===== src/rtl/bist_sequencer.sv =====
// bist_sequencer: logic-BIST run controller (LFSR seed, shift/capture patterns, flush, signature compare).
// Optional macro BIST_ABORT_EN: ABORT forces an in-flight run to DONE with a fail result.
//
// state     | meaning
// ----------+-----------------------------------------------------------
// S_IDLE    | waiting for START, last result held on PASS_FAIL/PAT_CNT
// S_SEED    | one cycle: LFSR seed load + MISR clear
// S_SHIFT   | CHAIN_LEN cycles of scan shift with compaction
// S_CAPTURE | one functional capture cycle, pattern count advances
// S_FLUSH   | CHAIN_LEN cycles unloading the final captured response
// S_COMPARE | one cycle: comparator strobe, SIG_MATCH latched
// S_DONE    | BIST_END held until START drops
module bist_sequencer #(
   parameter int  CHAIN_LEN  = 8,
   parameter int  N_PATTERNS = 32,
   localparam int PW         = $clog2(N_PATTERNS + 1)
) (
   input  logic          CLK,
   input  logic          RST,
   input  logic          START,
   input  logic          ABORT,
   input  logic          SIG_MATCH,
   output logic          SCAN_EN,
   output logic          SEED,
   output logic          MISR_CLR,
   output logic          MISR_EN,
   output logic          CMP_STROBE,
   output logic          RUNNING,
   output logic          BIST_END,
   output logic          PASS_FAIL,
   output logic [PW-1:0] PAT_CNT
);

   localparam int SW = $clog2(CHAIN_LEN + 1);

   typedef enum logic [2:0] {
      S_IDLE    = 3'd0,
      S_SEED    = 3'd1,
      S_SHIFT   = 3'd2,
      S_CAPTURE = 3'd3,
      S_FLUSH   = 3'd4,
      S_COMPARE = 3'd5,
      S_DONE    = 3'd6
   } state_t;

   state_t        state, state_nxt;
   logic [SW-1:0] shift_cnt;
   logic [PW-1:0] pat_cnt;
   logic          pass_fail;
   logic          shift_last;
   logic          pat_last;
   logic          abort_hit;

   assign shift_last = (shift_cnt == SW'(CHAIN_LEN - 1));
   assign pat_last   = (pat_cnt == PW'(N_PATTERNS - 1));

`ifndef BIST_ABORT_EN
   logic unused_abort;
   assign unused_abort = ABORT;
`endif

   always_comb begin
      state_nxt = state;
      abort_hit = 1'b0;
      case (state)
         S_IDLE:    if (START) state_nxt = S_SEED;
         S_SEED:    state_nxt = S_SHIFT;
         S_SHIFT:   if (shift_last) state_nxt = S_CAPTURE;
         S_CAPTURE: state_nxt = pat_last ? S_FLUSH : S_SHIFT;
         S_FLUSH:   if (shift_last) state_nxt = S_COMPARE;
         S_COMPARE: state_nxt = S_DONE;
         S_DONE:    if (!START) state_nxt = S_IDLE;
         default:   state_nxt = S_IDLE;
      endcase
`ifdef BIST_ABORT_EN
      // abort overrides every in-run transition, including COMPARE -> DONE
      if (ABORT && (state != S_IDLE) && (state != S_DONE)) begin
         abort_hit = 1'b1;
         state_nxt = S_DONE;
      end
`endif
   end

   always_ff @(posedge CLK) begin
      if (RST) begin
         state     <= S_IDLE;
         shift_cnt <= '0;
         pat_cnt   <= '0;
         pass_fail <= 1'b0;
      end else begin
         state <= state_nxt;
         // counter restarts on every entry into SHIFT/FLUSH
         if (((state == S_SHIFT) || (state == S_FLUSH)) && (state_nxt == state))
            shift_cnt <= shift_cnt + SW'(1);
         else
            shift_cnt <= '0;
         if (state == S_SEED)
            pat_cnt <= '0;
         else if ((state == S_CAPTURE) && !abort_hit)
            pat_cnt <= pat_cnt + PW'(1);
         if ((state == S_SEED) || abort_hit)
            pass_fail <= 1'b0;
         else if (state == S_COMPARE)
            pass_fail <= SIG_MATCH;
      end
   end

   always_comb begin
      SCAN_EN    = 1'b0;
      SEED       = 1'b0;
      MISR_CLR   = 1'b0;
      MISR_EN    = 1'b0;
      CMP_STROBE = 1'b0;
      RUNNING    = 1'b0;
      BIST_END   = 1'b0;
      case (state)
         S_SEED: begin
            SEED     = 1'b1;
            MISR_CLR = 1'b1;
            RUNNING  = 1'b1;
         end
         S_SHIFT, S_FLUSH: begin
            SCAN_EN = 1'b1;
            MISR_EN = 1'b1;
            RUNNING = 1'b1;
         end
         S_CAPTURE: begin
            MISR_EN = 1'b1;
            RUNNING = 1'b1;
         end
         S_COMPARE: begin
            CMP_STROBE = 1'b1;
            RUNNING    = 1'b1;
         end
         S_DONE:  BIST_END = 1'b1;
         default: ;
      endcase
   end

   assign PASS_FAIL = pass_fail;
   assign PAT_CNT   = pat_cnt;

endmodule


===== config.mk =====
export PLATFORM = sky130hd
export DESIGN_NAME = bist_sequencer
export DESIGN_NICKNAME = d
export VERILOG_FILES = /design/src/rtl/bist_sequencer.sv
export SDC_FILE = /design/constraint.sdc
export NUM_CORES = 1
export LEC_CHECK = 0
export CORE_MARGIN = 1
export CORE_UTILIZATION = 30
export CTS_BUF_LIST = sky130_fd_sc_hd__clkbuf_4
export DETAILED_ROUTE_END_ITERATION = 6
export PLACE_DENSITY_LB_ADDON = 0.1
export SLEW_MARGIN = 20
export SYNTH_ARGS = -nofsm -noshare
export SYNTH_HDL_FRONTEND = slang
export SYNTH_SLANG_ARGS = --single-unit

===== constraint.sdc =====
create_clock -name CLK -period 1.5 [get_ports CLK]
set_input_delay 0.375 -clock CLK [delete_from_list [all_inputs] [get_ports CLK]]
set_output_delay 0.375 -clock CLK [all_outputs]
set_load 0.02 [all_outputs]

==> results of run 1 <==
[cell type report]
type	instances	area (um2)	share of cell area (%)
repair buffers	34	291.5	26.87
clock inverters	1	3.754	0.3460
inverters	2	7.507	0.6920
clock buffers	3	22.52	2.076
flip-flops and latches	14	291.5	26.87
multi-input cells	59	432.9	39.91
well taps	28	35.03	3.230
[stage by stage]
stage                     utilization (%)  cell area (um2)  cells
after global routing                49.04             1085    141
after detailed placement            45.08            997.2    135
after floorplan                         -            713.2     80
after CTS                           46.89             1037    139
after global placement              45.08            997.2    135
final                               49.04             1085    141
[how the worst max path moves through the flow]
stage	start	to	depth (start not counted)
floorplan	state[0]	RUNNING	3
global placement	state[1]	MISR_CLR	3
detailed placement	state[2]	MISR_EN	3
CTS	state[1]	SCAN_EN	3
global route	state[2]	RUNNING	4
finish	state[2]	RUNNING	4
[per-layer routing]
layer,vias up,GRT usage (%),routed length [um]
met5,-,0,0
met4,0,9.722,38
met3,4,3.030,75
met2,13,21.78,716
met1,316,18.94,828
li1,350,-,-
[worst register-to-register path, delay by kind of cell, from the launching register on]
kind            cells  cell delay, ps
compound gates      1             130
flops               1             430
buf+inv             2             280
simple gates        2             580
[cells in the mapped netlist (2+ instances only)]
cell	count	area [um2]
nor2_1	9	33.78
nor2b_1	2	12.51
dfxtp_1	14	280.3
nor3_1	4	20.02
inv_1	2	7.510
o21ai_0	5	25.02
mux2i_1	2	20.02
nand2_1	3	11.26
a21oi_1	5	25.02
or3_1	3	18.77
xor2_1	2	17.52
xnor2_1	2	17.52
clkbuf_1	2	7.510
buf_4	2	15.01
nand3_1	4	20.02
ha_1	2	25.02
[power by group through the flow]
stage          clock (mW)  combinational (mW)  sequential (mW)
4_1_cts             0.232               0.188            0.402
3_5_place_dp            0               0.186            0.408
6_report            0.219               0.203            0.405
2_1_floorplan           0               0.106            0.402
3_3_place_gp            0               0.185            0.407
5_1_grt             0.247               0.221            0.408
[flip-flops by register name (all words and copies together), names as in the netlist]
| signal | cells |
|---|---|
| PASS_FAIL | 1 |
| PAT_CNT | 6 |
| shift_cnt | 4 |
| state | 3 |
[timing repair]
item,4_1_cts,5_1_grt
hold buffers,0,0
gates cloned,0,0
pin swaps,0,2
endpoints found under the setup margin,16,9
gates resized for setup,47,14
setup buffers,0,2
[cells by family (layout without fill, tap and decap cells)]
| family | count (synthesis) | count (layout) | synth area share (%) |
|---|---|---|---|
| mux | 2 | 2 | 2.827 |
| xor+xnor | 4 | 4 | 4.948 |
| buf+inv | 7 | 40 | 5.830 |
| simple gates | 36 | 36 | 30.57 |
| flops | 14 | 14 | 39.58 |
| fa+ha+maj | 2 | 2 | 3.533 |
| compound gates | 15 | 15 | 12.72 |
==> out/results.ini, run 1 <==
[flow_run]
maxCapViolCount = 0

[power_and_ir_drop]
p_seq_share_pct = 49.0
power.switching_uw = 241.4
ir_worst_vdd_uv = 405.3
clkPwrFrac_pct = 26.5
p_int_uw = 586.4
pwr_density_cell_mw_per_mm2 = 763.1
combPwrFrac_pct = 24.5
power_leakage_nw = 0.4793
swShare_pct = 29.16
power.total_uw = 827.8

[worst_setup_path]
required_ps = 1120
r2r_start = state[1]
start_kind = flop
cp.buffers_inverters = 3
r2r-end = PAT_CNT[5]
cp_max_fo = 6
critical_path.max_stage_delay_ps = 390
cp_common_cell = buf_4
crit_family = buffers and inverters
critPathKind = flop to primary output
crit_path_cell_trace = buf_4 -> buf_4 -> a21oi_2 -> buf_4
end_kind = primary output
r2r_cells = 5
worst_path_max_delay_cell = dfxtp_4
arrival_ps = 1220
ff2ff_setup_slack_ps = 20

[clocking]
numCtsBuffers = 3
clock_path_buffers = 2
cts.sink_count = 14
clk_pin_slew_ps = 90
cts_tree = done
cts-htree-levels = 1
cts-root-buf = clkbuf_4
clock_latency_ps = 280

[sta]
setup_ws_ps = -90.20
finClkSkew_ps = 2.844
relSlewSlack_pct = 79.94
fmax_mhz = 628.9
setup-violations-final = 4
drv_slew = 0
tightest_slew_ps = 297.1
period_share_pct = 106.0
finalCriticalPeriod_ps = 1590
whs_ps = 456.5
rsz0062_at_grt = true
fin_tns_setup_ps = -259.8
hold_violations = 0

[final_layout]
layout_commonest_cell = buf_4
area_delta_synth_final_pct = 53.18
layout-drive-gt1-share_pct = 36.28
diodes = 0
final_nets = 121
final_cell_mix = buf_4, dfxtp_1, nor2_1
n_fill_cell = 235

[synthesis]
ys_types = 33
yosysSeqAreaShare_pct = 39.58
postSynthAreaPerCell_um2 = 8.852
async_flop_share_pct = 0
synth_nets = 87
synth_cells = 80
ys.warnings.count = 0
synth_edf_count = 0
synth-main-ff-cell = dfxtp_1
yosys_register_bits = 14
syn_area_um2 = 708.2

[place]
dp_slack_ps = -283.9
hpwl_mm = 1.192
gp_routability_congestion = 0.6920
portBuffers = 17

[die]
core_area_mm2 = 0.002212
num_io_pins = 19
die_w_um = 50.59
start_util_pct = 32.01
rows = 17
die_y_um = 50.59
dieArea_mm2 = 0.002559

[min_path]
min_to = PASS_FAIL
min_path_type = flop to flop
holdPathStages = 2
min_from = PASS_FAIL

[run_status]
violations = negative setup slack
outcome = finished, violations left

[detailed_routing]
drt_iter0_markers = 16
viasPerCell = 4.844
dr.pass1.iters = 4
via_count = 683
routed_wirelength_mm = 1.659
wl_per_cell_um = 11.77
drc = 0
ant_nets = 0

[global_routing]
grt_max_degree = 10
grt_overflow = 0
grt_use_total_pct = 14.68
grt_pass1_vias = 604
grt_pass1_wl_mm = 2.711
antenna_found_initial = 0

Note: power is estimated with default switching activity, not from simulation.
==> run 2, diff against run 1 <==
- SETUP_SLACK_MARGIN: unset -> 0.02
==> out/results.ini, run 2 (synthesis results as in run 1) <==
[clocking]
clk_pin_slew_ps = 80
clock_latency_ps = 280
clock_path_buffers = 2
cts_hold_buf = 0
numCtsBuffers = 3
cts-htree-levels = 1
cts_tree = done
cts-root-buf = clkbuf_4
cts.sink_count = 14

[detailed_routing]
drc = 0
wl_per_cell_um = 11.27
via_count = 672
routed_wirelength_mm = 1.601
drt_iter0_markers = 5
viasPerCell = 4.732
ant_nets = 0
dr.pass1.iters = 4

[global_routing]
antenna_found_initial = 0
grt_pass1_wl_mm = 2.766
grt_max_degree = 10
grt_use_total_pct = 14.65
grt_overflow = 0
grt_pass1_vias = 642

[run_status]
violations = negative setup slack
outcome = finished, violations left

[sta]
fin_tns_setup_ps = -287.9
hold_violations = 0
finalCriticalPeriod_ps = 1563
tightest_slew_ps = 349.5
setup-violations-final = 6
drv_slew = 0
finClkSkew_ps = 2.839
rsz0062_at_grt = true
period_share_pct = 104.2
fmax_mhz = 639.9
relSlewSlack_pct = 76.41
setup_ws_ps = -62.69
whs_ps = 448.4

[power_and_ir_drop]
power.total_uw = 831.9
power.switching_uw = 235.2
ir_worst_vdd_uv = 566.7
power_leakage_nw = 0.4868
swShare_pct = 28.27
p_seq_share_pct = 48.4
pwr_density_cell_mw_per_mm2 = 758.2
combPwrFrac_pct = 26.4
p_int_uw = 596.7
clkPwrFrac_pct = 25.2

[die]
core_area_mm2 = 0.002212
dieArea_mm2 = 0.002559
rows = 17
num_io_pins = 19
die_w_um = 50.59
die_y_um = 50.59
start_util_pct = 32.01

[place]
portBuffers = 17
dp_cells = 138
dp_slack_ps = -311.4
gp_routability_congestion = 0.7216
dpl-instance-area_mm2 = 0.001036
hpwl_mm = 1.213

[worst_setup_path]
start_kind = flop
end_kind = primary output
r2r_start = state[2]
cp_common_cell = buf_4
crit_path_cell_trace = buf_4 -> nand3b_4 -> o21ai_1 -> buf_4
cp_max_fo = 8
arrival_ps = 1190
ff2ff_setup_slack_ps = -40
r2r_cells = 5
critical_path.max_stage_delay_ps = 380
required_ps = 1120
critPathKind = flop to primary output
r2r-end = PAT_CNT[5]
worst_path_max_delay_cell = dfxtp_4

[final_layout]
layout_commonest_cell = buf_4
final_area_mm2 = 0.001097
largest_reg_flops = 6
area.sequential_um2 = 291.5
final_cell_mix = buf_4, dfxtp_1, nor2_1
final_nets = 123
fin_cells = 142
final_util_pct = 49.60
n_fill_cell = 234
multiInputGateArea_um2 = 419.2
area_delta_synth_final_pct = 54.95
layout-drive-gt1-share_pct = 36.84
diodes = 0

[min_path]
min_path_type = flop to flop
holdPathStages = 2
min_to = PASS_FAIL
min_from = PASS_FAIL

[flow_run]
maxCapViolCount = 0

[run 2: cell count changes in the layout (fill, tap and decap cells not counted), sizes merged]
| cell | previous run | this run |
|---|---|---|
| clkinv | 1 | 0 |
| clkdlybuf4s15 | 0 | 1 |
| buf | 24 | 25 |
[run 2: power groups by stage]
stage	clock, mW	combinational, mW	sequential, mW
after floorplan	0	0.108	0.402
after global placement	0	0.211	0.408
after detailed placement	0	0.212	0.409
after CTS	0.224	0.214	0.402
after global routing	0.239	0.239	0.406
final	0.209	0.220	0.403
[run 2: worst max path at each step]
stage	start	end	slack, ps	cells after the start
global placement	state[1]	MISR_EN	-280	4
floorplan	state[1]	SEED	30	3
CTS	state[1]	SEED	-90	3
global route	state[2]	SEED	-130	3
detailed placement	state[1]	MISR_EN	-310	4
finish	state[2]	MISR_EN	-60	4
[run 2: critical path: cells and delay by family (launching register included)]
family | cells | cell delay (ps)
and+or+nand+nor | 1 | 150
buffers and inverters | 2 | 300
DFF | 1 | 380
AOI/OAI and AO/OA | 1 | 80
[run 2: area by class of cell]
type	instances	area share [%]
Inverter	2	0.6842
Tap cell	28	3.193
Sequential cell	14	26.57
Multi-Input combinational cell	59	38.20
Timing Repair Buffer	36	29.30
Clock buffer	3	2.052
[run 2: metal layers]
layer	global-route usage (%)	wire (um)
met4	9.722	31
met5	0	0
met3	2.727	50
met1	18.50	761
met2	22.44	757
[run 2: timing repair]
item	CTS	global route
gates resized for setup	47	9
pin swaps	0	2
endpoints found under the setup margin	17	9
setup buffers	0	1
gates cloned	0	0
